### src/rtl/stream_cache_pkg.sv
// Shared types and defaults for the stream cache writer->reader token link.
package stream_cache_pkg;

    localparam int              SC_LEN_W     = 32;
    localparam int              SC_CNT_W     = 40;
    localparam longint unsigned SC_CAP_BYTES = 64'd1 << 32;
    localparam int              SC_STAT_W    = 32;

    typedef logic [SC_LEN_W-1:0] buffer_size_t;
    typedef logic [SC_CNT_W-1:0] credit_t;

    typedef enum logic [1:0] {IDLE, WAIT, ISSUE} gate_state_t;

    // Saturating increment for the optional statistics counters.
    function automatic logic [SC_STAT_W-1:0] sat_inc(input logic [SC_STAT_W-1:0] v);
        return (v == '1) ? v : v + 1'b1;
    endfunction

endpackage

### src/rtl/stream_cache_credit_ctr.sv
// Available-bytes credit counter: token adds, grant debits, flush clear, and
// an overflow-safe indication that one more maximum-size token still fits.
module stream_cache_credit_ctr #(
    parameter int LEN_W = 32,
    parameter int CNT_W = 40
) (
    input  logic             clk,
    input  logic             rst_n,
    input  logic             flush,
    input  logic             add_en,
    input  logic [LEN_W-1:0] add_len,
    input  logic             sub_en,
    input  logic [LEN_W-1:0] sub_len,
    output logic [CNT_W-1:0] avail,
    output logic             add_ok
);

    localparam logic [CNT_W-1:0] ALL_ONES = '1;
    localparam logic [CNT_W-1:0] MAX_TOK  = {{(CNT_W-LEN_W){1'b0}}, {LEN_W{1'b1}}};
    localparam logic [CNT_W-1:0] LIMIT    = ALL_ONES - MAX_TOK;

    logic [CNT_W-1:0] add_ext;
    logic [CNT_W-1:0] sub_ext;

    assign add_ext = add_en ? {{(CNT_W-LEN_W){1'b0}}, add_len} : '0;
    assign sub_ext = sub_en ? {{(CNT_W-LEN_W){1'b0}}, sub_len} : '0;

    // Any token may be accepted while the counter cannot wrap by adding it.
    assign add_ok = (avail <= LIMIT);

    // Credit update; flush wins over a same-cycle add or debit.
    always_ff @(posedge clk or negedge rst_n) begin
        if (!rst_n)
            avail <= '0;
        else if (flush)
            avail <= '0;
        else
            avail <= avail + add_ext - sub_ext;
    end

endmodule

### src/rtl/stream_cache_read_gate.sv
// Read gate: holds each read request until committed credit covers it.
// Optional statistics outputs are built when STREAM_CACHE_GATE_STATS_EN is defined.
module stream_cache_read_gate
    import stream_cache_pkg::*;
#(
    parameter int              LEN_W     = SC_LEN_W,
    parameter int              CNT_W     = SC_CNT_W,
    parameter longint unsigned CAP_BYTES = SC_CAP_BYTES
) (
    input  logic             clk,
    input  logic             rst_n,
    input  logic [LEN_W-1:0] link_len_data,
    input  logic             link_len_valid,
    output logic             link_len_ready,
    input  logic [LEN_W-1:0] req_len_data,
    input  logic             req_len_valid,
    output logic             req_len_ready,
    output logic [LEN_W-1:0] issue_len_data,
    output logic             issue_len_valid,
    input  logic             issue_len_ready,
    input  logic             flush,
    output logic [CNT_W-1:0] avail_bytes,
    output logic             err_oversize
`ifdef STREAM_CACHE_GATE_STATS_EN
    ,
    output logic [31:0]      stat_stall_cycles,
    output logic [31:0]      stat_tokens,
    output logic [31:0]      stat_grants
`endif
);

    gate_state_t      state_q, state_d;
    logic [LEN_W-1:0] pend_q, pend_d;
    logic             err_d;
    logic             en_q;
    logic             add_ok;
    logic             link_hs, req_hs, issue_hs;
    logic             oversize;

    // Handshake outputs stay low until the first clock after reset release.
    assign req_len_ready   = en_q && (state_q == IDLE);
    assign link_len_ready  = en_q && add_ok;
    assign issue_len_valid = (state_q == ISSUE);
    assign issue_len_data  = pend_q;

    assign link_hs  = link_len_valid && link_len_ready;
    assign req_hs   = req_len_valid && req_len_ready;
    assign issue_hs = issue_len_valid && issue_len_ready;
    assign oversize = 64'(req_len_data) > CAP_BYTES;

    stream_cache_credit_ctr #(.LEN_W(LEN_W), .CNT_W(CNT_W)) u_credit (
        .clk     (clk),
        .rst_n   (rst_n),
        .flush   (flush),
        .add_en  (link_hs),
        .add_len (link_len_data),
        .sub_en  (issue_hs),
        .sub_len (pend_q),
        .avail   (avail_bytes),
        .add_ok  (add_ok)
    );

    // Next-state: accept -> wait for credit -> present grant; flush aborts.
    always_comb begin
        state_d = state_q;
        pend_d  = pend_q;
        err_d   = err_oversize;
        case (state_q)
            IDLE: if (req_hs) begin
                pend_d = req_len_data;
                if (oversize) err_d   = 1'b1;
                else          state_d = WAIT;
            end
            WAIT: if (avail_bytes >= {{(CNT_W-LEN_W){1'b0}}, pend_q}) state_d = ISSUE;
            ISSUE: if (issue_len_ready) state_d = IDLE;
            default: state_d = IDLE;
        endcase
        if (flush) begin
            state_d = IDLE;
            pend_d  = pend_q;
            err_d   = err_oversize;
        end
    end

    // State, pending length, sticky error and output-enable registers.
    always_ff @(posedge clk or negedge rst_n) begin
        if (!rst_n) begin
            state_q      <= IDLE;
            pend_q       <= '0;
            err_oversize <= 1'b0;
            en_q         <= 1'b0;
        end else begin
            state_q      <= state_d;
            pend_q       <= pend_d;
            err_oversize <= err_d;
            en_q         <= 1'b1;
        end
    end

`ifdef STREAM_CACHE_GATE_STATS_EN
    // Saturating activity counters, cleared by flush.
    always_ff @(posedge clk or negedge rst_n) begin
        if (!rst_n) begin
            stat_stall_cycles <= '0;
            stat_tokens       <= '0;
            stat_grants       <= '0;
        end else if (flush) begin
            stat_stall_cycles <= '0;
            stat_tokens       <= '0;
            stat_grants       <= '0;
        end else begin
            if (state_q == WAIT) stat_stall_cycles <= sat_inc(stat_stall_cycles);
            if (link_hs)         stat_tokens       <= sat_inc(stat_tokens);
            if (issue_hs)        stat_grants       <= sat_inc(stat_grants);
        end
    end
`endif

`ifndef SYNTHESIS
    a_issue_stable: assert property (@(posedge clk) disable iff (!rst_n)
        issue_len_valid && !issue_len_ready |=> $stable(issue_len_data));
    a_no_x: assert property (@(posedge clk) disable iff (!rst_n)
        !$isunknown({link_len_valid, link_len_ready, req_len_valid, req_len_ready,
                     issue_len_valid, issue_len_ready}));
    a_avail_mono: assert property (@(posedge clk) disable iff (!rst_n)
        !(issue_hs || flush) |=> avail_bytes >= $past(avail_bytes));
`endif

endmodule
### config.mk
export PLATFORM = sky130hd
export DESIGN_NAME = stream_cache_read_gate
export DESIGN_NICKNAME = d
export VERILOG_FILES = /design/src/rtl/stream_cache_pkg.sv /design/src/rtl/stream_cache_credit_ctr.sv /design/src/rtl/stream_cache_read_gate.sv
export SDC_FILE = /design/constraint.sdc
export NUM_CORES = 1
export LEC_CHECK = 0
export BUFFER_PORTS_ARGS = -buffer_cell sky130_fd_sc_hd__clkbuf_2
export CAP_MARGIN = 25
export CORE_AREA = 10 10 120 122
export CTS_BUF_LIST = sky130_fd_sc_hd__clkbuf_8
export CTS_CLUSTER_SIZE = 8
export DETAILED_ROUTE_END_ITERATION = 7
export DIE_AREA = 0 0 130 132
export HOLD_SLACK_MARGIN = 0.1
export PLACE_DENSITY = 0.85
export SYNTH_ARGS = -nofsm -noshare
export SYNTH_HDL_FRONTEND = slang
export SYNTH_HIERARCHICAL = 1
export SYNTH_SLANG_ARGS = --single-unit
### constraint.sdc
create_clock -name clk -period 8.4 [get_ports clk]
set_input_delay 1.68 -clock clk [delete_from_list [all_inputs] [get_ports clk]]
set_output_delay 1.68 -clock clk [all_outputs]
set_load 0.01 [all_outputs]
# --- Word level (Yosys, flattened, before mapping) ---
# Index checks and enable logic that the tools add are counted.
totals:
  register_bits: 75
  mem_bits_ro: 0
  out_inout_bits: 76
  wordCells: 30
  input_bits: 70
  mem_count: 0
  ram_bits: 0
  latch_bits: 0
classes:
  n_eq_ne: 5
  n_shift: 0
  n_reduce_logical: 8
  order_cmp: 2
  n_addsub: 2
  n_mux: 8
  n_bitwise: 1
  mul: 0
  div_mod_pow: 0
op_table:
  columns: ["cell", "count"]
  rows:
  - ["32-bit two-way mux", 2]
  - ["40-bit adder", 1]
  - ["40-bit by 32-bit >= comparator with 1-bit output", 1]
  - ["40-bit less-or-equal comparator (second input constant)", 1]
  - ["40-bit two-way mux", 1]
  - ["40-bit subtractor", 1]
  - ["2-bit two-way mux", 4]
  - ["3-bit inequality test (second input constant)", 2]
  - ["2-bit case mux with 3 select lines", 1]
  - ["3-bit AND reduction", 2]
  - ["1-bit logical AND", 5]
  - ["3-bit by 1-bit inequality test with 1-bit output (second input constant)", 1]
  - ["2-bit by 1-bit equality test with 1-bit output (second input constant)", 1]
  - ["2-bit equality test (second input constant)", 1]
  - ["2-bit zero test", 1]
  - ["1-bit inverter", 1]

# --- Logic depth before layout (Yosys ltp) ---
logic_depth:
  ltp_word: 7
  mapped_depth: 19
  mapped_depth_nobuf: 18

# --- Hierarchy ---
# The synthesis kept the hierarchy.
modules_own_cells:
  columns: ["mod", "cells_per_inst", "n_inst", "area_each_um2"]
  rows:
  - ["stream_cache_credit_ctr", 615, 1, 4840.9]
  - ["stream_cache_read_gate", 197, 1, 2177.1]

# --- Worst setup path after synthesis ---
# Ideal clock, no wire load.
synth_path:
  kind: "input-to-reg"
  startpoint: "in link_len_valid"
  endpoint: "reg u_credit.avail[36]"
  setup_slack_ns: 3.280
  t_arrival_ns: 4.992
  setup_time_ns: 0.128
  stages: 13
  cell_sequence: "and3_1 clkbuf_1 nand2_1 fa_1 fa_1 and2b_1 o31ai_1 a2111oi_0 o311ai_1 a41oi_1 o2111ai_1 a21oi_1 mux2_1"
synth_between:
  elab_chain_len: 5
synth_rtl:
  columns: ["item", "line_no", "text"]
  rows:
  - ["start, declared", "stream_cache_read_gate.sv:13", "input logic link_len_valid,"]
  - ["1-bit logical AND", "stream_cache_read_gate.sv:46", "assign link_hs = link_len_valid && link_len_ready;"]
  - ["32-bit two-way mux", "stream_cache_credit_ctr.sv:25", "assign add_ext = add_en ? {{(CNT_W-LEN_W){1'b0}}, add_len} : '0;"]
  - ["40-bit adder", "stream_cache_credit_ctr.sv:38", "avail <= avail + add_ext - sub_ext;"]
  - ["40-bit subtractor", "stream_cache_credit_ctr.sv:38", null]
  - ["40-bit two-way mux", "stream_cache_credit_ctr.sv:35", "else if (flush)"]
  - ["end signal, assigned", "stream_cache_credit_ctr.sv:38", null]
  - ["end, declared", "stream_cache_credit_ctr.sv:14", "output logic [CNT_W-1:0] avail,"]
# No other way between the ends.
# A chain may end at the register's enable or synchronous reset.

# --- Final worst setup path ---
layout_path:
  startpoint: "in issue_len_ready"
  endpoint: "reg u_credit.avail[36]"
layout_between:
  elab_chain_len: 4
layout_rtl:
  columns: ["item", "line_no", "text"]
  rows:
  - ["start, declared", "stream_cache_read_gate.sv:20", "input logic issue_len_ready,"]
  - ["1-bit logical AND", "stream_cache_read_gate.sv:48", "assign issue_hs = issue_len_valid && issue_len_ready;"]
  - ["via issue_hs", "stream_cache_read_gate.sv:37", "logic link_hs, req_hs, issue_hs;"]
  - ["32-bit two-way mux", "stream_cache_credit_ctr.sv:26", "assign sub_ext = sub_en ? {{(CNT_W-LEN_W){1'b0}}, sub_len} : '0;"]
  - ["40-bit subtractor", "stream_cache_credit_ctr.sv:38", null]
  - ["40-bit two-way mux", "stream_cache_credit_ctr.sv:35", null]
# The timed path passes the listed nets, and every way through them passes these cells.

==> impl_metrics.py <==
metrics = {
    "floorplan": {
        "core_area_sq_um": 11910,
        "placementRows": 40,
        "die-area_sq_um": 17160,
        "die_w_um": 130,
        "initial_core_util_pct": 58.92,
        "die_h_um": 132,
        "ioPinCount": 146,
    },
    "route": {
        "drc_errors": 0,
        "via_count": 6240,
        "avgRoutedWirePerCell_um": 17.26,
        "first_pass_iters": 5,
        "drt-total-wl_um": 18970,
        "ant_nets": 0,
        "drt_iter0_drc": 412,
        "via_per_inst": 5.678,
    },
    "sta": {
        "hold_viol": 0,
        "finalSetupViolCount": 0,
        "fmax_ghz": 0.1780,
        "finClkSkew_ps": 10.42,
        "grt_setup_unrepaired": "no",
        "tns_ps": 0,
        "finalCritPeriodShare_pct": 66.86,
        "worst_pin_slew_ps": 980.0,
        "drv_slew": 0,
        "setup_slack_ps": 2783,
        "slew_headroom_pct": 34.67,
        "fin_crit_ps": 5617,
    },
    "clock_network": {
        "post-cts-setup-buffers": 0,
        "cts_resized": 0,
        "postCtsHoldBufs": 0,
        "clock_path_buffers": 2,
        "htreeDepth": 3,
        "cts_tree": "yes",
        "cts_root_buf": "clkbuf_8",
        "insertion_delay_ps": 380,
        "numCtsBuffers": 9,
        "cts_sinks": 75,
        "path_clk_slew_ps": 80,
    },
    "pwr": {
        "combPwrFrac_pct": 70.6,
        "seqPwrFrac_pct": 21.0,
        "ir_worst_vdd_mv": 0.2947,
        "p_leak_uw": 0.004234,
        "clockPowerShare_pct": 8.3,
        "power_density_nw_per_um2": 377.2,
        "power.share.switching_pct": 51.04,
        "p_total_uw": 3037,
        "p_switching_uw": 1550,
        "p_int_uw": 1487,
    },
    "global_route": {
        "grt_util_met3_pct": 4.465,
        "grt-ovfl-total": 0,
        "grt_most_used_layer": "met2",
        "first_global_vias": 6246,
        "antenna_found_initial": 0,
        "gr-usage-met1_pct": 28.96,
        "grt_pass1_wl_um": 31220,
        "gr-usage-all-layers_pct": 22.49,
        "met2_usage_pct": 36.94,
        "grt_max_degree": 76,
    },
    "layout": {
        "diodes": 0,
        "instances_no_fill": 1099,
        "areaGrowthSynthToFinish_pct": 14.71,
        "nets": 1125,
        "fin_area_sq_um": 8050,
        "drive_above_1_share_pct": 18.70,
        "fillers": 970,
    },
    "placed_design": {
        "dp_slack_ps": 2477,
        "placed_area_sq_um": 7851,
        "place_hpwl_um": 15280,
        "place.gp.congestion": 0.9065,
        "portBuffers": 144,
        "dp.cells": 1082,
    },
    "worst_setup_path": {
        "critPathKind": "in2reg",
        "rr_worst_depth": 16,
        "critPathCaptureType": "flip-flop",
        "worstPathMaxFanout": 32,
        "r2r-start": "u_credit/avail[30]",
        "crit_start": "issue_len_ready",
        "crit_arrival_ps": 5880,
        "crit_path_start_kind": "primary input",
        "crit_required_ps": 8660,
    },
    "logic_synthesis": {
        "synth_seq_area_share_pct": 26.74,
        "ys.warnings.count": 6,
        "netlist_area_sq_um": 7018,
        "synth_top_cell_area_share_pct": 26.74,
        "async_flop_share_pct": 100.0,
        "synth_top_cell_by_area": "dfrtp_1",
        "synth.avg_cell_area_sq_um": 8.643,
        "ys.flop_type": "dfrtp_1",
        "synth_edf_count": 0,
        "ys_types": 65,
        "synthTopCellsByArea": "dfrtp_1, ha_1, fa_1, inv_1, mux2_1",
        "synthesis.nets": 990,
        "ys_ff_latch": 75,
        "syn_inst": 812,
    },
    "min_path": {
        "worstHoldStart": "issue_len_data[25]",
        "worst_hold_path_type": "reg2reg",
        "hold_depth": 1,
    },
    "outcome": {
        "outcome": "finished, final reports clean",
    },
    "job": {
        "drv_cap": 0,
    },
}
area by class of cell:
cell class                      instances  area [sq um]  share of cell area (%)
Tap cell                              147         183.9                   2.285
Clock buffer                           10         137.6                   1.710
Multi-Input combinational cell        571          4512                   56.05
Sequential cell                        75          1877                   23.31
Timing Repair Buffer                  148         773.2                   9.605
Clock inverter                          6         33.78                  0.4196
Inverter                              142         533.0                   6.621
sequential cells by signal (all words and copies together), names as in the netlist:
name / cells
state_q: 2
issue_len_data: 32
en_q: 1
u_credit/avail: 40
synth_stat cells, types with 5 or more instances:
cell type,number
inv_1,142
ha_1,76
dfrtp_1,75
nand2_1,66
nor2_1,57
a21oi_1,51
and2_1,39
fa_1,32
mux2_1,32
o21ai_0,24
clkbuf_1,20
nand4_1,19
a21o_1,17
xnor2_1,15
xor2_1,14
nand3_1,10
nor2b_1,9
nor4_1,9
nor3_1,8
o211ai_1,8
o21a_1,8
nand2b_1,7
a31oi_1,6
and3_1,5
final timing paths:
| kind | to | slack [ps] |
|---|---|---|
| setup / recovery | u_credit/avail[36] | 2780 |
| hold / removal | issue_len_data[25] | 550 |
| setup reg to reg | u_credit/avail[36] | 2930 |
| hold reg to reg | issue_len_data[25] | 550 |
| max in group asynchronous | issue_len_data[5] | 6630 |
| min in group asynchronous | issue_len_data[28] | 1200 |
metrics by stage:
stage          utilization, %  hold slack [ps]
6_report                67.58            545.2
5_1_grt                 67.58            558.3
4_1_cts                 67.35            546.7
3_5_place_dp            65.91            528.4
3_3_place_gp            65.91            524.5
2_1_floorplan               -            565.9
cells in the final DEF (no fill, tap or decap), types with 4 or more instances in the layout:
cell	n
xor2_1	14
nor2b_1	9
o21bai_1	4
nand4_1	19
a21o_1	17
a211oi_1	4
and2_1	39
and3_1	5
nor4_1	9
a31oi_1	6
nand3_1	10
clkbuf_8	10
o21ai_0	24
clkbuf_2	143
nor3_1	8
nand2_1	66
mux2_1	32
xnor2_1	15
buf_4	4
ha_1	76
dfrtp_1	75
mux2_2	4
nor2_1	57
o211ai_1	8
fa_1	32
nand2b_1	7
o21a_1	8
inv_1	144
a21oi_1	51
metal layers:
metal	share of wire (%)	routed length, um
met5	0	0
met3	6.8	1288
met1	43	8189
met4	2.0	375
met2	48	9121
worst max-delay path: stages:
cell       delay [ps]
clkbuf_2           80
and2_1            760
and2_1            270
fa_1              480
fa_1              450
and2b_1           270
o31ai_1           120
a2111oi_0         540
o311ai_1          250
a41oi_1           330
o2111ai_1         130
a21oi_1           180
mux2_1            330
power groups by stage:
stage	Clock (uW)	Combinational, uW	Sequential [uW]
finish	253	2140	638
global route	274	2420	654
detailed placement	0	2100	641
global placement	0	2060	636
floorplan	0	1540	638
CTS	260	2120	635
kinds of logic after synthesis:
group	synth area share, %
compound gates	13.92
xor+xnor	3.619
fa+ha+maj	22.68
buf+inv	8.968
flops	26.74
mux	5.919
other cells	0.1070
simple gates	18.04
(Power assumes the default switching activity.)
